**src/rtl/usb_pkg.sv**
```systemverilog
// Shared USB full-speed line definitions used by the TX encoder and RX decoder.
package usb_pkg;

  typedef enum logic [2:0] {
    StIdle,
    StSync,
    StData,
    StStuff,
    StEopSe0,
    StEopJ
  } tx_state_t;

  localparam logic [7:0] SYNC_BYTE = 8'h80;

  // Line states as {d_plus, d_minus}
  localparam logic [1:0] LINE_J   = 2'b10;
  localparam logic [1:0] LINE_K   = 2'b01;
  localparam logic [1:0] LINE_SE0 = 2'b00;

  localparam int unsigned EOP_SE0_BITS = 2;

  // NRZI: a raw 0 toggles J<->K, a raw 1 holds the current state
  function automatic logic [1:0] nrzi_next(input logic [1:0] line, input logic raw);
    if (raw) return line;
    return (line == LINE_J) ? LINE_K : LINE_J;
  endfunction

endpackage

```
**src/rtl/usb_tx_encoder_if.sv**
```systemverilog
// Byte-stream handshake between the TX packet FSM (master) and the line encoder (slave).
interface usb_tx_encoder_if;
  logic       tx_valid;
  logic [7:0] tx_data;
  logic       tx_last;
  logic       tx_ready;
  logic       tx_busy;
  logic       tx_error;

  modport master (
    output tx_valid, tx_data, tx_last,
    input  tx_ready, tx_busy, tx_error
  );

  modport slave (
    input  tx_valid, tx_data, tx_last,
    output tx_ready, tx_busy, tx_error
  );
endinterface

```
**src/rtl/usb_tx_bit_timer.sv**
```systemverilog
// Bit-period timer: counts 0..CLKS_PER_BIT-1 and strobes bit_tick_o on the final clock of a bit.
module usb_tx_bit_timer #(
  parameter int unsigned CLKS_PER_BIT = 8
) (
  input  logic clk,
  input  logic rst,
  input  logic clear_i,
  output logic bit_tick_o
);
  localparam int unsigned TimerW = (CLKS_PER_BIT > 1) ? $clog2(CLKS_PER_BIT) : 1;
  localparam logic [TimerW-1:0] CntMax = TimerW'(CLKS_PER_BIT - 1);

  logic [TimerW-1:0] cnt_q, cnt_d;

  always_comb begin
    cnt_d = cnt_q + 1'b1;
    if (clear_i || (cnt_q == CntMax)) cnt_d = '0;
  end

  assign bit_tick_o = !clear_i && (cnt_q == CntMax);

  always_ff @(posedge clk) begin
    if (rst) cnt_q <= '0;
    else     cnt_q <= cnt_d;
  end
endmodule

```
**src/rtl/usb_tx_encoder.sv**
```systemverilog
// USB full-speed transmit line encoder: SYNC prefix, LSB-first serialiser, bit stuffing,
// NRZI and EOP generation, driving registered D+/D-.
module usb_tx_encoder
  import usb_pkg::*;
#(
  parameter int unsigned CLKS_PER_BIT = 8,
  parameter int unsigned STUFF_LIMIT  = 6
) (
  input  logic            clk,
  input  logic            rst,
  usb_tx_encoder_if.slave tx,
  output logic            d_plus,
  output logic            d_minus
);
  localparam logic [2:0] StuffLimit = 3'(STUFF_LIMIT);
  localparam logic       Se0Last    = 1'(EOP_SE0_BITS - 1);

  tx_state_t  state_q, state_d;
  logic [7:0] shift_q, shift_d;
  logic [2:0] bit_idx_q, bit_idx_d;
  logic [2:0] ones_q, ones_d;
  logic       last_q, last_d;
  logic       stuff_eob_q, stuff_eob_d;
  logic       se0_cnt_q, se0_cnt_d;
  logic [1:0] line_q, line_d;

  logic       bit_tick, fetch, ready, error;
  logic       send, raw, advance, go_eop;
  logic [2:0] idx_next;

  usb_tx_bit_timer #(
    .CLKS_PER_BIT(CLKS_PER_BIT)
  ) u_bit_timer (
    .clk       (clk),
    .rst       (rst),
    .clear_i   (state_q == StIdle),
    .bit_tick_o(bit_tick)
  );

  assign idx_next = bit_idx_q + 3'd1;

  // Byte boundary where a new byte is needed; a pending stuff bit defers it by one bit.
  always_comb begin
    fetch = 1'b0;
    case (state_q)
      StSync:  fetch = (bit_idx_q == 3'd7);
      StData:  fetch = (bit_idx_q == 3'd7) && !last_q && (ones_q != StuffLimit);
      StStuff: fetch = stuff_eob_q && !last_q;
      default: fetch = 1'b0;
    endcase
  end

  assign ready = bit_tick && fetch;
  assign error = ready && !tx.tx_valid;

  always_comb begin
    state_d     = state_q;
    shift_d     = shift_q;
    bit_idx_d   = bit_idx_q;
    ones_d      = ones_q;
    last_d      = last_q;
    stuff_eob_d = stuff_eob_q;
    se0_cnt_d   = se0_cnt_q;
    line_d      = line_q;
    send        = 1'b0;
    raw         = 1'b0;
    advance     = 1'b0;
    go_eop      = 1'b0;

    case (state_q)
      StIdle: begin
        if (tx.tx_valid) begin
          state_d   = StSync;
          shift_d   = SYNC_BYTE;
          bit_idx_d = '0;
          last_d    = 1'b0;
          send      = 1'b1;
          raw       = SYNC_BYTE[0];
        end
      end
      StSync: advance = bit_tick && !fetch;
      StData: begin
        if (bit_tick) begin
          if (ones_q == StuffLimit) begin
            state_d     = StStuff;
            stuff_eob_d = (bit_idx_q == 3'd7);
            send        = 1'b1;
          end else if (bit_idx_q != 3'd7) begin
            advance = 1'b1;
          end else if (last_q) begin
            go_eop = 1'b1;
          end
        end
      end
      StStuff: begin
        if (bit_tick && !stuff_eob_q) begin
          state_d = StData;
          advance = 1'b1;
        end else if (bit_tick && last_q) begin
          go_eop = 1'b1;
        end
      end
      StEopSe0: begin
        if (bit_tick) begin
          if (se0_cnt_q == Se0Last) begin
            state_d = StEopJ;
            line_d  = LINE_J;
          end else begin
            se0_cnt_d = se0_cnt_q + 1'b1;
          end
        end
      end
      StEopJ: if (bit_tick) state_d = StIdle;
      default: state_d = StIdle;
    endcase

    if (ready) begin
      if (tx.tx_valid) begin
        state_d   = StData;
        shift_d   = tx.tx_data;
        last_d    = tx.tx_last;
        bit_idx_d = '0;
        send      = 1'b1;
        raw       = tx.tx_data[0];
      end else begin
        go_eop = 1'b1;
      end
    end

    if (advance) begin
      bit_idx_d = idx_next;
      send      = 1'b1;
      raw       = shift_q[idx_next];
    end

    // Stuff bits are plain raw zeros, so they share this path and clear the run counter.
    if (send) begin
      line_d = nrzi_next(line_q, raw);
      ones_d = raw ? ones_q + 3'd1 : 3'd0;
    end

    if (go_eop) begin
      state_d   = StEopSe0;
      se0_cnt_d = 1'b0;
      line_d    = LINE_SE0;
      ones_d    = '0;
    end
  end

  always_ff @(posedge clk) begin
    if (rst) begin
      state_q     <= StIdle;
      shift_q     <= '0;
      bit_idx_q   <= '0;
      ones_q      <= '0;
      last_q      <= 1'b0;
      stuff_eob_q <= 1'b0;
      se0_cnt_q   <= 1'b0;
      line_q      <= LINE_J;
    end else begin
      state_q     <= state_d;
      shift_q     <= shift_d;
      bit_idx_q   <= bit_idx_d;
      ones_q      <= ones_d;
      last_q      <= last_d;
      stuff_eob_q <= stuff_eob_d;
      se0_cnt_q   <= se0_cnt_d;
      line_q      <= line_d;
    end
  end

  assign tx.tx_ready = ready;
  assign tx.tx_error = error;
  assign tx.tx_busy  = (state_q != StIdle);
  assign d_plus      = line_q[1];
  assign d_minus     = line_q[0];
endmodule
```
**src/flat_wrapper.sv**
```systemverilog
// flat-port wrapper written by rule: the top's interface ports become plain ports
module usb_tx_encoder_flat import usb_pkg::*;
#(
  parameter int unsigned CLKS_PER_BIT = 8,
  parameter int unsigned STUFF_LIMIT  = 6
)
  (clk, rst, d_plus, d_minus, tx_tx_valid, tx_tx_data, tx_tx_last, tx_tx_ready, tx_tx_busy, tx_tx_error);
  usb_tx_encoder_if tx_i ();
  input  logic clk;
  input  logic rst;
  output logic d_plus;
  output logic d_minus;
  input wire logic [$bits(tx_i.tx_valid)-1:0] tx_tx_valid;
  input wire logic [$bits(tx_i.tx_data)-1:0] tx_tx_data;
  input wire logic [$bits(tx_i.tx_last)-1:0] tx_tx_last;
  output wire logic [$bits(tx_i.tx_ready)-1:0] tx_tx_ready;
  output wire logic [$bits(tx_i.tx_busy)-1:0] tx_tx_busy;
  output wire logic [$bits(tx_i.tx_error)-1:0] tx_tx_error;
  assign tx_i.tx_valid = tx_tx_valid;
  assign tx_i.tx_data = tx_tx_data;
  assign tx_i.tx_last = tx_tx_last;
  assign tx_tx_ready = tx_i.tx_ready;
  assign tx_tx_busy = tx_i.tx_busy;
  assign tx_tx_error = tx_i.tx_error;
  usb_tx_encoder #(.CLKS_PER_BIT(CLKS_PER_BIT), .STUFF_LIMIT(STUFF_LIMIT)) u_core (.clk(clk), .rst(rst), .tx(tx_i), .d_plus(d_plus), .d_minus(d_minus));
endmodule
```
**config.mk**
```make
export PLATFORM = sky130hd
export DESIGN_NAME = usb_tx_encoder_flat
export DESIGN_NICKNAME = d
export VERILOG_FILES = /design/src/rtl/usb_pkg.sv /design/src/rtl/usb_tx_encoder_if.sv /design/src/rtl/usb_tx_bit_timer.sv /design/src/rtl/usb_tx_encoder.sv /design/src/flat_wrapper.sv
export SDC_FILE = /design/constraint.sdc
export NUM_CORES = 1
export LEC_CHECK = 0
export ABC_AREA = 1
export BUFFER_PORTS_ARGS = -buffer_cell sky130_fd_sc_hd__buf_2
export CORE_UTILIZATION = 55
export CTS_BUF_LIST = sky130_fd_sc_hd__clkbuf_16
export CTS_CLUSTER_SIZE = 25
export DETAILED_ROUTE_END_ITERATION = 8
export PLACE_DENSITY = 0.8
export SYNTH_ARGS = -nofsm -noshare
export SYNTH_HDL_FRONTEND = slang
export SYNTH_SLANG_ARGS = --single-unit
```
**constraint.sdc**
```tcl
create_clock -name clk -period 4 [get_ports clk]
set_clock_uncertainty 0.05 [all_clocks]
set_input_delay 0.2 -clock clk [delete_from_list [all_inputs] [get_ports clk]]
set_output_delay 0.2 -clock clk [all_outputs]
set_load 0.02 [all_outputs]
```
Word-level counts from Yosys, hierarchy flattened
Cells that the tools add are included. W data, S select, Z words.

Reduce and logical (&&, ||, !) cells: 29. $add $sub $neg: 4. Multiplexer cells: 62. Equal/unequal tests: 13. Magnitude comparators: 1.

Operator list (number): $mux W3 (16); $mux W8 (4); $mux W1 (29); $pmux W3 S6 (1); $eq A3 B3 Y1 const B (5); $mux W2 (7); $reduce_bool A3 Y1 (4); $add A3 B1 Y3 const B (3); $logic_and A1 B1 Y1 (9); $ne A3 B3 Y1 const B (3); $reduce_and A4 Y1 (2); $eq A3 B2 Y1 const B (2); $pmux W1 S3 (2); $reduce_bool A2 Y1 (3); $logic_not A1 Y1 (5); $lt A3 B4 Y1 const B (1); $ne A4 B4 Y1 const B (1); $pmux W1 S2 (2); $reduce_or A2 Y1 (2); $bmux W1 S3 (1); $eq A3 B1 Y1 const B (1); $logic_not A3 Y1 (1); $reduce_and A3 Y1 (1); $eq A2 B2 Y1 const B (1); 3 further kinds (3).

Register bits after elaboration: 25. Word-level logic and storage cells: 120.

Longest topological paths before layout
Gate-level depths: netlist of the first run.

Word-level depth: 13. Gate-level depth with buffers: 15. Gate-level depth less buffers: 15.

Hierarchy
Synthesis of the first run repeated with hierarchy kept, for this count alone.

Cell total of the unflattened synthesis: 190. Area total of the unflattened synthesis: 1350.0 µm².

By module, submodules not included: usb_tx_encoder (seq. area each 440.4 µm², cells an instance 175, area an instance 1227.4 µm², times used 1); usb_tx_bit_timer (seq. area each 60.1 µm², cells an instance 15, area an instance 122.6 µm², times used 1).

Worst setup path before layout of the first run
No wires, ideal clock.

Path type: reg-to-reg. Start: reg with a tool-made name. End: reg u_core.line_q[1]. Stages on the path, launching flop included: 14. Slack: 2.256 ns. Setup time: 0.117 ns. Period minus slack after synthesis: 1.744 ns. Required time: 3.833 ns. Arrival time: 1.577 ns. Cells stage by stage: dfxtp_1 -> ha_1 -> ha_1 -> nand2_1 -> nor2_1 -> nand2_2 -> nand3_4 -> nand3_2 -> nand2_2 -> nor2_4 -> nor2_2 -> nand3_2 -> nand3_1 -> nand2_1.

RTL lines: end signal, assigned (RTL line usb_tx_encoder.sv:168) `line_q <= line_d;`; end, declared (RTL line usb_tx_encoder.sv:25) `logic [1:0] line_q, line_d;`.

==> out/qor.csv, run 1 <==
metric,value,unit
path_cells,ha_1 > ha_1 > nand2_1 > nor2_1 > nand2_2 > nand3_4 > nand2_4 > nor2_1 > buf_2,
final_common_cell,nand2_1,
clockBufferDepth,2,
cp_data_required_time,3.75,ns
slew_violations,0,
slew_headroom,0.7189,
cts_tree,done,
cts.reportedPaths.clkPinSlew,0.07,ns
seqCellArea,500.5,sq um
drc_errors,0,
gr-total-overflow,0,
vias_per_cell,5.304,
power_density,343.1,nW/um^2
antenna_found_initial,0,
netlist_area,1355,sq um
drt_wl_total,2804,um
grt_max_degree,16,
syn2layout_area_growth,13.11,%
drtPass1Iterations,4,
status,finished clean,
maxCapViolCount,0,
holdWs,0.1312,ns
hp-class,in -> reg,
drtIter0Drc,24,
hold_buffers,0,
syn_inst,186,
drive_gt1_frac,0.2129,
cp_top_family,simple AND/OR/NAND/NOR gates,
cts_htree_levels,1,
endpoint,tx_tx_error,
critPathSlowestCell,dfxtp_1,
yosys.area.top_type,dfxtp_1,
fillers,191,
synth_seq_cells,25,
clock_sinks,25,
leakagePower,0.6993,nW
fin_crit_sh,0.5262,
fin_nets,221,
end_kind,primary output,
grt_pass1_vias,1167,
ant_nets,0,
multi_input_area,737.0,sq um
port_buffers,16,
cts_buffers,3,
synth.distinct_cells,32,
initial_utilization,0.5954,
io_pins,17,
crit_type,reg -> out,
root_buffer,clkbuf_16,
final_cell_mix,"44 x nand2_1, 25 x dfxtp_1, 24 x inv_1",
cp-start-kind,flop,
synth_fp_nets,204,
num_antenna_cells,0,
detail_route.wl_per_cell,12.19,um
r2r_cells,11,
fmax,475.1,MHz
period_needed,2.105,ns
cts-resized-gates,0,
synth-warning-count,0,
arrival,1.85,ns
die_y,51.64,um
die_w,51.64,um
crit_cells,9,
num_vias,1220,
core-area,2276,sq um
worst-path-buf-inv,1,
rows,17,
routabilityCongestion,0.8843,
crit_path_max_incr_delay,0.42,ns
r2r_slack,1.93,ns
netlist.area_leader.share,0.3693,
rsz0062_at_grt,no,
yosysSeqAreaShare,0.3693,
synth.area.top_cells,"dfxtp_1 37%, nand2_1 12%, inv_1 6.6%, a21oi_1 5.9%, ha_1 5.5%",
grt_use_total,0.2428,
hold_viol,0,
dp_hpwl,2136,um
tightestPinTransition,0.4217,ns
post_cts_buffers,0,
ir_drop,0.0002487,V
die_area,2666,sq um
syn_area_per_cell,7.285,sq um
grt_pass1_wl,4685,um
clk_latency,0.26,ns
setup_violations,0,
cp_max_fo,6,
hold_start,tx_tx_data[3],
fin_setup_tns,0,ns
## Yosys cell counts, drive strengths merged
cell     n
ha       6
clkinv   1
a21oi   19
xor2     1
inv     25
o21ai   14
nand4    3
nand3    9
o21a     1
clkbuf   2
a31oi    1
or2      2
nand2   51
o21bai   1
nor2    18
nor3     1
buf      2
nor4b    1
dfxtp   25
a211oi   3
## cells by family after synthesis
logic type                 count (synthesis)  share of synthesized area
AOI/OAI and AO/OA                         39                     0.1708
adders and majority gates                  6                    0.05540
buffers and inverters                     30                    0.08679
xor gates and xnor gates                   1                   0.006465
and+or+nand+nor                           85                     0.3112
DFF                                       25                     0.3693
## worst register-to-register path: stages, from the launching register on
cell and delay, ns:
dfxtp_1 0.42, ha_1 0.20, ha_1 0.25, nand2_1 0.08
nor2_1 0.12, nand2_2 0.08, nand3_4 0.10, nand2_4 0.08
nand2_1 0.09, nand2_1 0.22, a21oi_1 0.21, a211oi_1 0.06
## how the worst min path moves through the flow
stage	end	slack [ns]	cells past startpoint
2_1_floorplan	flop	0.30	2
3_3_place_gp	u_core.u_bit_timer.cnt_q[0]	0.36	1
3_5_place_dp	u_core.u_bit_timer.cnt_q[0]	0.36	1
4_1_cts	flop	0.13	3
5_1_grt	flop	0.15	3
6_report	flop	0.13	3
## through the flow
| stage | power [mW] | utilization | cells | area, sq um | setup slack [ns] |
|---|---|---|---|---|---|
| 2_1_floorplan | 0.2886 | - | 186 | 1355 | 2.256 |
| 3_5_place_dp | 0.3001 | 0.6372 | 226 | 1450 | 1.987 |
| 4_1_cts | 0.5281 | 0.6734 | 230 | 1533 | 1.902 |
| 6_report | 0.5259 | 0.6734 | 230 | 1533 | 1.895 |
| 5_1_grt | 0.5417 | 0.6734 | 230 | 1533 | 1.744 |
| 3_3_place_gp | 0.2989 | 0.6372 | 226 | 1450 | 2.064 |
## cell type report
type | instances | share of cell area
Multi-Input combinational cell | 131 | 0.4808
Clock buffer | 3 | 0.04898
Sequential cell | 25 | 0.3265
Timing Repair Buffer | 16 | 0.05224
Clock inverter | 1 | 0.004898
Tap cell | 28 | 0.02286
Inverter | 26 | 0.06367
## power by group
part	switching, mW	internal [mW]
Combinational	0.0246	0.0140
Clock	0.0953	0.136
Sequential	0.00325	0.253
Total	0.123	0.403
## per-layer routing
metal,up-vias,share of wire,track usage
met4,0,0.021,0.1261
li1,633,-,-
met1,553,0.45,0.2649
met2,26,0.49,0.4394
met5,-,0,0
met3,8,0.040,0.04678
(Power assumes the default switching activity.)
==> run 2, diff against run 1 <==
==> constraint.sdc (replaced) <==
create_clock -name clk -period 1.96 [get_ports clk]
set_clock_uncertainty 0.05 [all_clocks]
set_input_delay 0.098 -clock clk [delete_from_list [all_inputs] [get_ports clk]]
set_output_delay 0.098 -clock clk [all_outputs]
set_load 0.02 [all_outputs]
==> run 2 against run 1 <==
  * Final cell count increased by 0.87%
  * Power up 100%
  * Flip-flop and latch count unchanged
  * Combinational power grew 110%
  * Die area unchanged
  * Clock-buffer cell count did not move
  * Register-to-register slack worse by 1.8 ns
  * Clock power is 97% higher
  * Critical endpoint unchanged
==> out/qor.csv, run 2 (same netlist as run 1, synthesis figures left out) <==
metric,value,unit
path_cells,ha_1 > ha_2 > nand2_1 > nor2_2 > nand2_2 > nand3_4 > nand2_4 > nor2_1 > buf_4,
fin_crit_sh,0.9677,
dp_hpwl,2144,um
drt_wl_total,2912,um
busiest_layer,met2,
final_core_util,0.6833,
cp_data_required_time,1.81,ns
grt_pass1_vias,1150,
root_buffer,clkbuf_16,
clk_latency,0.26,ns
post_cts_buffers,0,
cts_htree_levels,1,
period_needed,1.897,ns
port_buffers,16,
grt_max_degree,14,
met3_usage,0.05263,
cts_buffers,3,
io_pins,17,
seqCellArea,501.7,sq um
setup_violations,0,
fillers,181,
core-area,2276,sq um
maxCapViolCount,0,
power_density,680.7,nW/um^2
slew_headroom,0.7749,
clockBufferDepth,2,
status,finished clean,
routabilityCongestion,0.9703,
tightestPinTransition,0.3330,ns
fmax,527.3,MHz
grt_pass1_wl,4774,um
cts_tree,done,
hold_viol,0,
fin_nets,223,
drive_gt1_frac,0.2353,
drc_errors,0,
slew_violations,0,
clock_sinks,25,
drtIter0Drc,29,
final_common_cell,nand2_1,
arrival,1.75,ns
die_y,51.64,um
initial_utilization,0.5954,
detail_route.wl_per_cell,12.55,um
num_antenna_cells,0,
ir_drop,0.0004744,V
critPathSlowestCell,dfxtp_1,
cp_max_fo,6,
gr-total-overflow,0,
drtPass1Iterations,4,
die_w,51.64,um
use_met2,0.4502,
final_cell_mix,"43 x nand2_1, 25 x inv_1, 24 x dfxtp_1",
multi_input_area,744.5,sq um
leakagePower,0.7123,nW
grt_util_met1,0.2559,
grt_use_total,0.2452,
antenna_found_initial,0,
cp-start-kind,flop,
hold_buffers,0,
vias_per_cell,5.293,
crit_type,reg -> out,
num_vias,1228,
crit_path_max_incr_delay,0.33,ns
cts.reportedPaths.clkPinSlew,0.06,ns
syn2layout_area_growth,14.77,%
finalNonFillerCells,232,
end_kind,primary output,
rows,17,
hp-class,in -> reg,
place_inst,228,
die_area,2666,sq um
cts-resized-gates,0,
ant_nets,0,
[run 2: path summary, 6_finish.rpt]
path / startpoint / to / slack [ns] / depth (start not counted)
hold / removal: tx_tx_last / flop / 0.03 / 3
hold reg to reg: u_core.u_bit_timer.cnt_q[0] / u_core.u_bit_timer.cnt_q[0] / 0.37 / 1
setup / recovery: flop / tx_tx_error / 0.06 / 9
setup reg to reg: flop / u_core.line_q[1] / 0.10 / 13
[run 2: worst max-delay path, delay by kind of cell, from the launching register on]
| family | cells | cell delay (ns) |
|---|---|---|
| AND/OR/NAND/NOR | 6 | 0.63 |
| adder cells (fa/ha/maj) | 2 | 0.35 |
| flip-flops | 1 | 0.33 |
| buffers and inverters | 1 | 0.17 |
[run 2: area by class of cell]
| type | instances | area share |
|---|---|---|
| Inverter | 26 | 0.06275 |
| Clock inverter | 1 | 0.002414 |
| Timing Repair Buffer | 18 | 0.06275 |
| Multi-Input combinational cell | 131 | 0.4787 |
| Clock buffer | 3 | 0.04827 |
| Tap cell | 28 | 0.02253 |
| Sequential cell | 25 | 0.3226 |
[run 2: per-layer routing]
| metal | vias to the layer above | part of all wire |
|---|---|---|
| met3 | 9 | 0.035 |
| met5 | - | 0 |
| met1 | 553 | 0.42 |
| met4 | 0 | 0.026 |
| met2 | 31 | 0.51 |
| li1 | 635 | - |
[run 2: stage by stage]
| step | setup TNS [ns] | power (mW) | cell area (sq um) | setup slack, ns | hold WS, ns |
|---|---|---|---|---|---|
| 3_5_place_dp | 0 | 0.6133 | 1465 | 0.08192 | 0.3083 |
| 6_report | 0 | 1.059 | 1555 | 0.06337 | 0.03208 |
| 4_1_cts | 0 | 1.059 | 1544 | 0.05102 | 0.03474 |
| 2_1_floorplan | 0 | 0.5890 | 1355 | 0.2159 | 0.1970 |
| 5_1_grt | -0.01423 | 1.090 | 1555 | -0.008013 | 0.05356 |
| 3_3_place_gp | 0 | 0.6103 | 1465 | 0.1320 | 0.3035 |
[run 2: report_power, final]
part           total [mW]  leakage [nW]  switching (mW)  internal, mW
Sequential          0.523         0.203         0.00717         0.516
Clock               0.455        0.0423           0.182         0.273
Combinational      0.0808         0.467          0.0517        0.0291
Total                1.06         0.712           0.241         0.818
